## config.mk

```make
export PLATFORM = sky130hd
export DESIGN_NAME = sr_ff_bank
export DESIGN_NICKNAME = d
export VERILOG_FILES = /design/src/rtl/sr_pkg.sv /design/src/rtl/sr_ff_cell.sv /design/src/rtl/sr_ff_bank.sv
export SDC_FILE = /design/constraint.sdc
export NUM_CORES = 1
export LEC_CHECK = 0
export BUFFER_PORTS_ARGS = -buffer_cell sky130_fd_sc_hd__buf_2
export CORE_MARGIN = 2
export CORE_UTILIZATION = 49
export DETAILED_ROUTE_END_ITERATION = 16
export PLACE_DENSITY = 0.86
export SYNTH_ARGS = -nofsm -noshare
export SYNTH_HDL_FRONTEND = slang
export SYNTH_HIERARCHICAL = 1
export SYNTH_SLANG_ARGS = --single-unit
```

## constraint.sdc

```tcl
create_clock -name clk -period 1.83 [get_ports clk]
set_input_delay 0.183 -clock clk [delete_from_list [all_inputs] [get_ports clk]]
set_output_delay 0.183 -clock clk [all_outputs]
set_load 0.02 [all_outputs]
```

## src/rtl/sr_pkg.sv

```systemverilog
// Shared constants and next-state function for the SR flip-flop bank.
package sr_pkg;

  localparam int CONF_HOLD   = 0;
  localparam int CONF_SET    = 1;
  localparam int CONF_RST    = 2;
  localparam int CONF_TOGGLE = 3;

  function automatic logic sr_next(
    input logic       q,
    input logic       s,
    input logic       r,
    input logic [1:0] mode
  );
    logic w_n;
    w_n = q;
    case ({s, r})
      2'b10: w_n = 1'b1;
      2'b01: w_n = 1'b0;
      2'b11: begin
        case (mode)
          2'(CONF_SET):    w_n = 1'b1;
          2'(CONF_RST):    w_n = 1'b0;
          2'(CONF_TOGGLE): w_n = ~q;
          default:         w_n = q;
        endcase
      end
      default: w_n = q;
    endcase
    return w_n;
  endfunction

endpackage

```

## src/rtl/sr_ff_cell.sv

```systemverilog
// One SR channel: state bit plus registered rise/fall pulses.
module sr_ff_cell
  import sr_pkg::*;
#(
  parameter int MODE = CONF_HOLD
) (
  input  logic clk,
  input  logic reset,
  input  logic en,
  input  logic s,
  input  logic r,
  output logic q,
  output logic rise,
  output logic fall
);

  localparam logic [1:0] M = 2'(MODE);

  logic r_q;
  logic r_rise;
  logic r_fall;
  logic w_d;

  assign w_d = sr_next(r_q, s, r, M);

  always_ff @(posedge clk or posedge reset) begin
    if (reset) begin
      r_q    <= 1'b0;
      r_rise <= 1'b0;
      r_fall <= 1'b0;
    end else if (en) begin
      r_q    <= w_d;
      r_rise <= ~r_q & w_d;
      r_fall <= r_q & ~w_d;
    end else begin
      r_rise <= 1'b0;
      r_fall <= 1'b0;
    end
  end

  assign q    = r_q;
  assign rise = r_rise;
  assign fall = r_fall;

endmodule

```

## src/rtl/sr_ff_bank.sv

```systemverilog
// Bank of SR flip-flops with selectable S=R=1 policy and a conflict monitor.
module sr_ff_bank
  import sr_pkg::*;
#(
  parameter int WIDTH         = 4,
  parameter int CONFLICT_MODE = CONF_HOLD,
  parameter int CNT_W         = 8
) (
  input  logic             clk,
  input  logic             reset,
  input  logic             en,
  input  logic [WIDTH-1:0] s,
  input  logic [WIDTH-1:0] r,
  input  logic             clr_mon,
  output logic [WIDTH-1:0] q,
  output logic [WIDTH-1:0] qbar,
  output logic [WIDTH-1:0] rise,
  output logic [WIDTH-1:0] fall,
  output logic             conflict_flag,
  output logic [CNT_W-1:0] conflict_cnt
);

  if (CONFLICT_MODE < 0 || CONFLICT_MODE > 3) begin : g_bad_mode
    $error("sr_ff_bank: CONFLICT_MODE must be 0..3");
  end
  if (WIDTH < 1 || CNT_W < 1) begin : g_bad_width
    $error("sr_ff_bank: WIDTH and CNT_W must be >= 1");
  end

  localparam logic [CNT_W-1:0] CNT_MAX = '1;
  localparam logic [CNT_W-1:0] CNT_ONE = CNT_W'(1);

  logic             w_conf;
  logic             r_flag;
  logic [CNT_W-1:0] r_cnt;

  for (genvar i = 0; i < WIDTH; i++) begin : g_cell
    sr_ff_cell #(
      .MODE(CONFLICT_MODE)
    ) u_cell (
      .clk  (clk),
      .reset(reset),
      .en   (en),
      .s    (s[i]),
      .r    (r[i]),
      .q    (q[i]),
      .rise (rise[i]),
      .fall (fall[i])
    );
  end

  assign w_conf = en & (|(s & r));

  // A new conflict outranks a simultaneous clear.
  always_ff @(posedge clk or posedge reset) begin
    if (reset) begin
      r_flag <= 1'b0;
      r_cnt  <= '0;
    end else if (w_conf) begin
      r_flag <= 1'b1;
      if (clr_mon)
        r_cnt <= CNT_ONE;
      else if (r_cnt != CNT_MAX)
        r_cnt <= r_cnt + CNT_ONE;
    end else if (clr_mon) begin
      r_flag <= 1'b0;
      r_cnt  <= '0;
    end
  end

  assign qbar          = ~q;
  assign conflict_flag = r_flag;
  assign conflict_cnt  = r_cnt;

endmodule
```

Word level (Yosys, flattened, before mapping)
Cells that the tools add are included.

Word-level logic and storage cells: 65. Register bits after elaboration: 21. Output and inout port bits: 25. Input port bits: 12.

Equality and inequality tests: 9. Reductions and logical operators: 4. Add/sub/neg operators: 1. Bitwise logic cells: 19. Multiplexer cells: 18.

Operator list (count): two-way mux 8 bit (4); two-way mux 1 bit (10); AND 1 bit (9); adder 8 x 1 -> 8 bit (second input constant) (1); == test 2 x 1 -> 1 bit (second input constant) (4); == test 2 bit (second input constant) (4); != test 8 bit (second input constant) (1); NOT 1 bit (8); case mux 1 bit (2 select lines) (4); AND 4 bit (1); NOT 4 bit (1); nonzero test 2 bit (2); OR reduction 4 bit (1); AND reduction 2 bit (1).

Logic depth before layout (Yosys ltp)
Gate-level depths: netlist (run 1).

Depth in word-level cells: 5. Gate-level depth with buffers: 5. Mapped depth without buffers: 4.

Cells and area by module
The synthesis (run 1) kept the hierarchy.

Modules (own cells, without submodules): sr_ff_cell (cells each 10, times used 4, area each 138.9 um^2, sequential area each 75.1 um^2); sr_ff_bank (cells each 61, times used 1, area each 550.5 um^2, sequential area each 225.2 um^2).

Least setup slack after synthesis (run 1)
OpenSTA, ideal clock, no wires.

Path type: reg2reg. From: register r_cnt[0] (netlist: conflict_cnt[0]). To: register r_cnt[5] (netlist: conflict_cnt[5]). Stages on the path, launching flop included: 6. Setup time: 78 ps. Required time: 1752 ps. Slack: 131 ps. Data arrival time: 1621 ps. Clock period less this slack: 1699 ps. Buffers on the path: 1. Cell sequence: dfrtp_1 -> ha_1 -> and4_4 -> buf_6 -> or4_1 -> a21oi_1.

Cells in the longest elaborated chain, start to end: 4. Elaborated cells on any way between the ends: 7. Those cells by class: add/sub (1); eq/ne (1); mux (3); reduce/logical (2).

Ends and longest elaborated chain: start, declared (RTL line sr_ff_bank.sv:35) `logic [CNT_W-1:0] r_cnt;`; start signal, assigned (RTL line sr_ff_bank.sv:64) `r_cnt <= r_cnt + CNT_ONE;`; adder 8 x 1 -> 8 bit (RTL line sr_ff_bank.sv:64); two-way mux 8 bit (RTL line sr_ff_bank.sv:63) `else if (r_cnt != CNT_MAX)`; two-way mux 8 bit (RTL line sr_ff_bank.sv:61) `if (clr_mon)`; two-way mux 8 bit (RTL line sr_ff_bank.sv:59) `end else if (w_conf) begin`.

Several ways; a longest one is shown, not always the timed one. The select of a mux whose other input is x is not followed. A chain may end at the register's enable or synchronous reset.

Worst setup path in the final report (run 1)
Ends and elaborated chain as after synthesis.

==> results of run 1 <==
through the flow:
| stage | cell area (µm²) | total power, µW | setup WS (ps) |
|---|---|---|---|
| global route | 1345 | 1035 | 117.1 |
| detailed placement | 1309 | 771.5 | 241.8 |
| floorplan | 1106 | 687.0 | 130.6 |
| global placement | 1309 | 760.9 | 299.2 |
| finish | 1345 | 975.9 | 209.4 |
| CTS | 1345 | 993.7 | 216.1 |
final timing paths:
| path | depth (start not counted) | to | slack (ps) |
|---|---|---|---|
| worst min-delay path | 2 | conflict_cnt[3] | 190 |
| worst max register to register | 4 | conflict_cnt[5] | 210 |
| worst min register to register | 1 | g_cell[0].u_cell/rise | 510 |
| worst max-delay path | 4 | conflict_cnt[5] | 210 |
| min in group asynchronous | 3 | g_cell[2].u_cell/fall | 330 |
| max in group asynchronous | 3 | conflict_cnt[2] | 1130 |
layer usage:
metal / wire, µm / part of all wire
met1: 903 / 0.42
met2: 1127 / 0.53
met3: 111 / 0.052
met4: 0 / 0
met5: 0 / 0
critical path: cells and delay by family (launching register included):
family	cells	cell delay [ps]
adders and majority gates	1	280
AOI/OAI and AO/OA	1	150
and+or+nand+nor	2	660
DFF	1	470
placed cells by master (no fill, tap or decap), types with 3 or more instances in the layout:
cell / instances
a21oi_1: 6
inv_1: 16
buf_2: 36
or4_1: 4
dfrtp_1: 21
mux2_4: 4
nand2b_4: 4
nor3b_1: 8
o21ai_0: 3
o31ai_1: 5
nand3_1: 4
clkbuf_4: 3
ha_1: 5
cell type report:
| type | instances | share of cell area |
|---|---|---|
| Clock buffer | 4 | 0.01953 |
| Sequential cell | 21 | 0.3907 |
| Multi-Input combinational cell | 61 | 0.3721 |
| Tap cell | 28 | 0.02605 |
| Inverter | 16 | 0.04465 |
| Timing Repair Buffer | 38 | 0.1470 |
report_power, final:
group          switching (µW)  internal (µW)
Sequential               29.7            493
Combinational             136            104
Clock                     129           84.7
Total                     294            682
logic make-up (layout without fill, tap and decap cells):
logic type / count (synthesis) / in the layout
flip-flops: 21 / 21
adder cells (fa/ha/maj): 5 / 5
buffers and inverters: 19 / 58
AND/OR/NAND/NOR: 33 / 33
AO/OA/AOI/OAI: 19 / 19
multiplexers: 4 / 4
flip-flops by register name, indices dropped and copies added (netlist names):
| name | count |
|---|---|
| conflict_cnt | 8 |
| conflict_flag | 1 |
| g_cell.u_cell/fall | 4 |
| g_cell.u_cell/rise | 4 |
| g_cell.u_cell/q | 4 |
synthesized netlist by cell type (all sizes together), types with 3 or more instances:
cell type and count:
nand3 4, inv 16, nand2b 5, or4 4, o21ai 4, o31ai 5, dfrtp 21, a21oi 6
nor3b 8, a22o 3, ha 5, mux2 4
repair_timing:
action / in CTS / in global routing
resized for setup: 0 / 0
endpoints found under the hold margin: 21 / 0
hold buffers: 1 / 0
==> run_results.csv, run 1 <==
group,metric,value,unit
flow_run,maxCapViolations,0,
worst_setup_path,crit_type,"flip-flop to flip-flop",
global_route,antenna_found_initial,0,
die,fp.dieW,51.51,µm
worst_setup_path,slowest_stage,"dfrtp_1",
global_route,met1_usage,0.2049,
place,dpl.cell_count,163,
timing,fin_crit_sh,0.8856,
yosys,synth-seq-area-share,0.4751,
yosys,synth_top_family_by_area,"simple AND/OR/NAND/NOR gates",
worst_setup_path,crit_required,2060,ps
detailed_routing,via_per_inst,5.310,
detailed_routing,routed_wl,2142,µm
worst_setup_path,crit_chain,"ha_1, and4_4, or4_1, a21oi_1",
power_and_ir_drop,power.leakage,0.0007183,µW
yosys,synthTopCellsByArea,"dfrtp_1 48%, ha_1 5.7%, inv_1 5.4%, mux2_4 5.4%, nor3b_1 5.4%",
global_route,use_met2,0.3248,
timing,maxSlewViolCount,0,
timing,hold_viol,0,
timing,slew_headroom,0.7625,
cells_and_area,fin_util,0.6200,
yosys,yosysTopAreaCell,"dfrtp_1",
yosys,ys_ff_latch,21,
power_and_ir_drop,power.density,725.6,nW/µm²
place,dp_hpwl,1683,µm
detailed_routing,drtIter0Drc,13,
yosys,synth-edff-count,0,
cells_and_area,multiInputGateArea,500.5,µm²
detailed_routing,vias,892,
yosys,syn_area,1106,µm²
timing,fmax,617.0,MHz
worst_setup_path,slowest_delay,470,ps
cells_and_area,layout.nets,158,
yosys,synth-simple-area-share,0.2296,
die,initial_core_util,0.5098,
min_path,hold_start,"clr_mon",
die,dieArea,2653,µm²
die,pin_count,37,
clock_network,cts_setup_buffers,0,
global_route,track_usage,0.1737,
timing,grt_setup_unrepaired,"no",
die,die_h,51.51,µm
cells_and_area,layout.cells.non_filler,168,
worst_setup_path,crit_path_start_kind,"flip-flop",
detailed_routing,wl_per_cell,12.75,µm
clock_network,htreeDepth,1,
timing,fin_hold_ws,185.3,ps
timing,post-route-min-period,1621,ps
clock_network,clockRootBuffer,"clkbuf_4",
yosys,yosysUniqueCellTypes,27,
timing,final.setup.tns,0,ps
die,core,2170,µm²
global_route,use_met3,0.03161,
yosys,synth.top_cell.area_share,0.4751,
yosys,yosys_warnings,6,
clock_network,clk_pin_slew,110,ps
cells_and_area,drive_above_1_share,0.3786,
yosys,synthMuxAreaShare,0.05430,
worst_setup_path,r2r_start,"conflict_cnt[0]",
die,fp-row-count,17,
cells_and_area,regArea,525.5,µm²
detailed_routing,firstDrtPassIters,3,
timing,finalClockSkew,3.038,ps
global_route,top_usage_layer,"met2",
clock_network,cts_tree,"built",
global_route,overflow,0,
place,gp_congestion,0.8140,
clock_network,cts_buffers,3,
yosys,avgSynthCellArea,10.95,µm²
timing,finalSetupViolations,0,
yosys,synth_xor_area_frac,0,
yosys,synth_ff_type,"dfrtp_1",
yosys,syn_inst,101,
worst_setup_path,end_kind,"flip-flop",
clock_network,clk_latency,290,ps
run_status,status,"finished, final reports clean",
worst_setup_path,crit_path_start,"conflict_cnt[0]",
worst_setup_path,worstPathMaxFanout,9,
cells_and_area,fillers,207,
worst_setup_path,crit_arrival,1850,ps
place,port-buffer-count,36,
cells_and_area,synthToLayoutAreaGrowth,21.61,%
global_route,grt_pass1_wl,3525,µm
yosys,async_flop_share,1.000,
clock_network,clock_sinks,21,
cells_and_area,diodes,0,
detailed_routing,drc,0,
global_route,grt_pass1_vias,888,
min_path,hp-class,"input pin to flip-flop",
yosys,synthAdderAreaFrac,0.05656,
yosys,synth_compound_area_frac,0.1120,
detailed_routing,ant_nets,0,
global_route,grt_max_degree,18,
yosys,synthesis.nets,118,
power_and_ir_drop,ir_drop,0.0005360,V
timing,worstMarginPinSlew,355.9,ps
clock_network,clock_path_buffers,2,
Note: power is estimated with default switching activity, not from simulation.
==> inputs of run 2 (changes only) <==
--- a/config.mk
+++ b/config.mk
@@ -8,9 +8,9 @@
 export BUFFER_PORTS_ARGS = -buffer_cell sky130_fd_sc_hd__buf_2
 export CORE_MARGIN = 2
 export CORE_UTILIZATION = 49
+export CTS_BUF_LIST = sky130_fd_sc_hd__clkbuf_8 sky130_fd_sc_hd__clkbuf_16
 export DETAILED_ROUTE_END_ITERATION = 16
-export PLACE_DENSITY = 0.86
+export PLACE_DENSITY = 0.85
 export SYNTH_ARGS = -nofsm -noshare
 export SYNTH_HDL_FRONTEND = slang
-export SYNTH_HIERARCHICAL = 1
 export SYNTH_SLANG_ARGS = --single-unit
==> run 2 against run 1 <==
Non-clock buffer count is 2 lower. Sequential power fell by 1%. Cell count shrank 5.4%. Utilization fell by 2.2 points. First-iteration DRC count down 31%. Critical path type unchanged.
==> run_results.csv, run 2 <==
group,metric,value,unit
worst_setup_path,slowest_stage,"or4_1",
flow_run,maxCapViolations,0,
power_and_ir_drop,switching_share,0.2981,
die,dieArea,2764,µm²
timing,maxSlewViolCount,0,
clock_network,clk_pin_slew,80,ps
worst_setup_path,crit_path_start,"conflict_cnt[0]",
clock_network,post_cts_resized,0,
timing,grt_setup_unrepaired,"no",
cells_and_area,mostFrequentLayoutCells,"36 x buf_2, 21 x dfrtp_1, 11 x inv_1",
worst_setup_path,reg2reg_slack,110,ps
place,pre_cts_slack,133.8,ps
power_and_ir_drop,switchingPower,307.0,µW
timing,post-route-min-period,1718,ps
yosys,synthesis.nets,125,
global_route,grt_pass1_wl,3284,µm
worst_setup_path,end_kind,"flip-flop",
clock_network,htreeDepth,1,
power_and_ir_drop,p_clk_frac,0.294,
detailed_routing,drc,0,
die,fp.dieW,52.58,µm
power_and_ir_drop,power.density,778.7,nW/µm²
timing,worstMarginPinSlew,774.9,ps
yosys,yosysTopAreaCell,"dfrtp_1",
timing,fmax,582.1,MHz
yosys,async_flop_share,1.000,
yosys,synth.top_cell.area_share,0.4545,
cells_and_area,drive_above_1_share,0.3588,
global_route,grt_max_degree,22,
worst_setup_path,r2r_start,"conflict_cnt[0]",
place,port-buffer-count,36,
worst_setup_path,crit_chain,"ha_1, nand4_2, o21ai_4, or4_1, a21oi_1",
die,die_h,52.58,µm
cells_and_area,fin_util,0.5979,
detailed_routing,vias,844,
timing,layout_setup_ws,112.1,ps
timing,finalClockSkew,7.479,ps
timing,finalSetupViolations,0,
worst_setup_path,crit_type,"flip-flop to flip-flop",
worst_setup_path,crit_required,2020,ps
clock_network,clock_path_buffers,2,
clock_network,clk_latency,260,ps
die,pin_count,37,
clock_network,cts_setup_buffers,0,
yosys,synth_common_cells,"21 x dfrtp_1, 12 x buf_4, 10 x inv_1",
yosys,syn_inst,104,
detailed_routing,ant_nets,0,
power_and_ir_drop,ir_drop,0.0005600,V
cells_and_area,layout_commonest_cell,"buf_2",
power_and_ir_drop,power_frac_seq,0.501,
power_and_ir_drop,power.leakage,0.0007237,µW
die,core,2212,µm²
yosys,avgSynthCellArea,11.12,µm²
timing,hold_viol,0,
detailed_routing,wl_per_cell,12.87,µm
place,dp_hpwl,1545,µm
worst_setup_path,slowest_delay,510,ps
clock_network,cts_tree,"built",
global_route,overflow,0,
clock_network,cts_buffers,3,
global_route,antenna_found_initial,0,
yosys,synth_most_common_cell,"dfrtp_1",
place,dpl.cell_count,155,
yosys,synth_ff_type,"dfrtp_1",
global_route,track_usage,0.1662,
yosys,synth-seq-area-share,0.4545,
die,fp-row-count,17,
power_and_ir_drop,pwr-share-comb,0.205,
cells_and_area,largest_reg_flops,8,
min_path,hp-class,"input pin to asynchronous set/reset pin",
worst_setup_path,worstPathMaxFanout,7,
worst_setup_path,crit_path_start_kind,"flip-flop",
detailed_routing,firstDrtPassIters,4,
power_and_ir_drop,p_int,722.9,µW
yosys,synth-edff-count,0,
yosys,yosysUniqueCellTypes,30,
die,initial_core_util,0.5226,
detailed_routing,via_per_inst,5.308,
timing,slew_headroom,0.4828,
yosys,syn_area,1156,µm²
cells_and_area,diodes,0,
place,placed_area,1277,µm²
worst_setup_path,crit_family,"simple AND/OR/NAND/NOR gates",
detailed_routing,routed_wl,2046,µm
timing,fin_crit_sh,0.9387,
worst_setup_path,critPathBufInv,0,
clock_network,clock_sinks,21,
yosys,ys_ff_latch,21,
yosys,synthTopCellsByArea,"dfrtp_1 45%, ha_1 9.7%, buf_4 7.8%, mux2_2 3.9%, inv_1 3.2%",
timing,final.setup.tns,0,ps
cells_and_area,synthToLayoutAreaGrowth,14.39,%
clock_network,clockRootBuffer,"clkbuf_8",
cells_and_area,layout.cells.non_filler,159,
yosys,yosys_warnings,0,
cells_and_area,final_cell_area,1323,µm²
global_route,grt_pass1_vias,754,
place,gp_congestion,0.8199,
detailed_routing,drtIter0Drc,9,
cells_and_area,layout.nets,153,
clock_network,cts_hold_buf,0,
run_status,status,"finished, final reports clean",
worst_setup_path,crit_arrival,1900,ps
-- run 2: changes by cell type after synthesis, sizes merged, moves of 4 or more --
cell    change
nand2b      -4
inv         -6
a21oi       -4
nor2        +4
buf        +11
nor3b       -4
ha          +4
-- run 2: path summary, 6_finish.rpt --
kind	end	cells past startpoint
max in group asynchronous	conflict_cnt[0]	2
min in group clk	conflict_cnt[4]	2
max	conflict_cnt[5]	5
min reg2reg	g_cell[1].u_cell.rise	1
max reg2reg	conflict_cnt[5]	5
min	g_cell[3].u_cell.q	2
-- run 2: cell families (layout without fill, tap and decap cells) --
group | count (synthesis) | in the layout | share of synthesized area
compound gates | 12 | 12 | 0.09307
xor+xnor | 3 | 3 | 0.02273
flops | 21 | 21 | 0.4545
buf+inv | 23 | 50 | 0.1136
mux | 6 | 6 | 0.05627
simple gates | 30 | 30 | 0.1623
fa+ha+maj | 9 | 9 | 0.09740
-- run 2: final cells by class --
type | instances | area, µm²
clock buffers | 3 | 41.29
clock inverters | 1 | 3.754
fillers | 188 | 889.6
inverters | 10 | 37.54
multi-input cells | 60 | 499.2
flip-flops and latches | 21 | 525.5
well taps | 28 | 35.03
repair buffers | 36 | 180.2
-- run 2: power by group through the flow --
stage	combinational (µW)	clock, µW	sequential [µW]
after detailed placement	213	0	526
after global placement	207	0	522
after CTS	215	304	517
final	211	303	516
after floorplan	160	0	532
after global routing	232	325	521
-- run 2: metrics by stage --
step           total power (µW)  hold slack, ps
6_report                   1030           48.30
5_1_grt                    1079           131.6
4_1_cts                    1036           83.72
3_5_place_dp              738.9           367.2
3_3_place_gp              729.3           359.0
2_1_floorplan             691.4           159.5
-- run 2: routing by layer --
layer  wire [µm]  up-vias  track usage  part of all wire
li1            -      405            -                 -
met1         857      411       0.1993              0.42
met2        1068       23       0.2875              0.52
met3          79        5      0.04000             0.039
met4          40        0      0.05983             0.020
met5           0        -            0                 0
==> inputs of run 3 (changes only) <==
--- a/config.mk
+++ b/config.mk
@@ -7,10 +7,10 @@
 export LEC_CHECK = 0
 export BUFFER_PORTS_ARGS = -buffer_cell sky130_fd_sc_hd__buf_2
 export CORE_MARGIN = 2
-export CORE_UTILIZATION = 49
+export CORE_UTILIZATION = 33
 export CTS_BUF_LIST = sky130_fd_sc_hd__clkbuf_8 sky130_fd_sc_hd__clkbuf_16
 export DETAILED_ROUTE_END_ITERATION = 16
-export PLACE_DENSITY = 0.85
+export PLACE_DENSITY = 0.64
 export SYNTH_ARGS = -nofsm -noshare
 export SYNTH_HDL_FRONTEND = slang
 export SYNTH_SLANG_ARGS = --single-unit
==> constraint.sdc (replaced) <==
create_clock -name clk -period 2 [get_ports clk]
set_input_delay 0.2 -clock clk [delete_from_list [all_inputs] [get_ports clk]]
set_output_delay 0.2 -clock clk [all_outputs]
set_load 0.02 [all_outputs]
==> run 3 against run 2 <==
Global-route usage down 4.8 points. Flip-flop and latch count unchanged. Register-to-register slack better by 170 ps. Critical path depth unchanged. Cell count up 11%. First-iteration DRC count up 22%. Critical endpoint is now conflict_cnt[7]. Highest routed layer unchanged.
==> run_results.csv, run 3 (synthesis results as in run 2) <==
group,metric,value,unit
detailed_routing,drc,0,
global_route,track_usage,0.1187,
global_route,overflow,0,
timing,post-route-min-period,1719,ps
die,core,3363,µm²
power_and_ir_drop,power_frac_seq,0.505,
worst_setup_path,slowest_delay,500,ps
cells_and_area,multiInputGateArea,499.2,µm²
power_and_ir_drop,p_clk_frac,0.289,
power_and_ir_drop,p_int,663.2,µW
flow_run,maxCapViolations,0,
worst_setup_path,r2r_end,"conflict_cnt[7]",
global_route,grt_pass1_vias,874,
place,dp_hpwl,1679,µm
timing,slew_headroom,0.4790,
worst_setup_path,crit_chain,"ha_1, nand4_2, o21ai_4, or4_1, a21oi_1",
cells_and_area,regArea,525.5,µm²
clock_network,cts_hold_buf,0,
worst_setup_path,crit_path_start,"conflict_cnt[0]",
global_route,antenna_found_initial,0,
cells_and_area,final_cell_area,1346,µm²
cells_and_area,mostFrequentLayoutCells,"36 x buf_2, 21 x dfrtp_1, 10 x inv_1",
place,pre_cts_slack,271.7,ps
timing,fmax,581.7,MHz
clock_network,cts_setup_buffers,0,
cells_and_area,fillers,358,
clock_network,clk_pin_slew,70,ps
power_and_ir_drop,power.density,695.9,nW/µm²
clock_network,clock_sinks,21,
min_path,hp-class,"input pin to asynchronous set/reset pin",
clock_network,cts_buffers,3,
worst_setup_path,critPathBufInv,0,
worst_setup_path,crit_family,"simple AND/OR/NAND/NOR gates",
die,fp.dieW,63.19,µm
worst_setup_path,slowest_stage,"or4_1",
power_and_ir_drop,ir_drop,0.0002847,V
die,pin_count,37,
worst_setup_path,cp.depth,5,
timing,fin_crit_sh,0.8596,
worst_setup_path,crit_required,2180,ps
cells_and_area,drive_above_1_share,0.3664,
detailed_routing,ant_nets,0,
timing,fin_hold_ws,73.97,ps
timing,maxSlewViolCount,0,
worst_setup_path,crit_type,"flip-flop to flip-flop",
power_and_ir_drop,power.leakage,0.0007223,µW
place,placed_area,1300,µm²
worst_setup_path,rr_worst_depth,5,
timing,finalSetupViolations,0,
timing,layout_setup_ws,280.9,ps
cells_and_area,largest_reg_flops,8,
die,fp-row-count,21,
clock_network,clockRootBuffer,"clkbuf_8",
die,dieArea,3993,µm²
worst_setup_path,r2r_start,"conflict_cnt[0]",
cells_and_area,layout.nets,153,
power_and_ir_drop,pwr-share-comb,0.206,
detailed_routing,routed_wl,2125,µm
detailed_routing,wl_per_cell,12.01,µm
worst_setup_path,crit_arrival,1900,ps
cells_and_area,synthToLayoutAreaGrowth,16.45,%
timing,grt_setup_unrepaired,"no",
cells_and_area,diodes,0,
global_route,grt_pass1_wl,3795,µm
detailed_routing,vias,842,
detailed_routing,drtIter0Drc,11,
clock_network,clock_path_buffers,2,
timing,final.setup.tns,0,ps
timing,hold_viol,0,
worst_setup_path,end_kind,"flip-flop",
clock_network,cts_tree,"built",
timing,finalClockSkew,2.550,ps
power_and_ir_drop,switching_share,0.2922,
detailed_routing,firstDrtPassIters,4,
worst_setup_path,reg2reg_slack,280,ps
power_and_ir_drop,switchingPower,273.7,µW
cells_and_area,layout_commonest_cell,"buf_2",
global_route,grt_max_degree,22,
die,initial_core_util,0.3438,
worst_setup_path,worstPathMaxFanout,7,
clock_network,clk_latency,260,ps
worst_setup_path,cp-endpoint,"conflict_cnt[7]",
detailed_routing,via_per_inst,4.757,
place,port-buffer-count,36,
place,gp_congestion,0.8656,
die,die_h,63.19,µm
clock_network,htreeDepth,1,
clock_network,post_cts_resized,0,
timing,worstMarginPinSlew,780.7,ps
run_status,status,"finished, final reports clean",
worst_setup_path,crit_path_start_kind,"flip-flop",
run 3: changes by cell type in the layout (fill, tap and decap cells not counted), sizes merged:
cell / change
inv: -1
clkinv: +1
run 3: power groups by stage:
stage          sequential [µW]  clock (µW)  combinational [µW]
2_1_floorplan              486           0                 146
3_3_place_gp               478           0                 193
3_5_place_dp               482           0                 197
4_1_cts                    474         282                 197
5_1_grt                    477         307                 211
6_report                   473         271                 193
run 3: per-stage QoR:
step                cells  power [µW]  utilization
floorplan             104       632.6            -
global placement      173       671.0       0.3865
global route          177       995.5       0.4003
detailed placement    173       678.9       0.3865
CTS                   177       953.0       0.4003
finish                177       936.9       0.4003
run 3: final cells by class:
type | instances | area share
sequential | 21 | 0.3903
multi-input combinational | 60 | 0.3708
timing repair buffer | 36 | 0.1338
tap | 46 | 0.04275
clock buffer | 3 | 0.03067
inverter | 10 | 0.02788
clock inverter | 1 | 0.003717
run 3: worst min path at each step:
stage                     slack (ps)  cells after the start               endpoint  startpoint
after floorplan                  180                      1        conflict_cnt[0]       reset
after global placement           390                      2     g_cell[1].u_cell.q       reset
after detailed placement         400                      2  g_cell[2].u_cell.rise       reset
after CTS                        110                      2     g_cell[1].u_cell.q       reset
after global routing             160                      2  g_cell[2].u_cell.fall       reset
final                             70                      2  g_cell[2].u_cell.fall       reset
run 3: layer usage:
layer	up-vias	wire length [µm]	GRT usage
met1	404	935	0.1377
met5	-	0	0
met3	4	152	0.03929
met4	0	21	0.03261
met2	33	1015	0.2088
li1	401	-	-
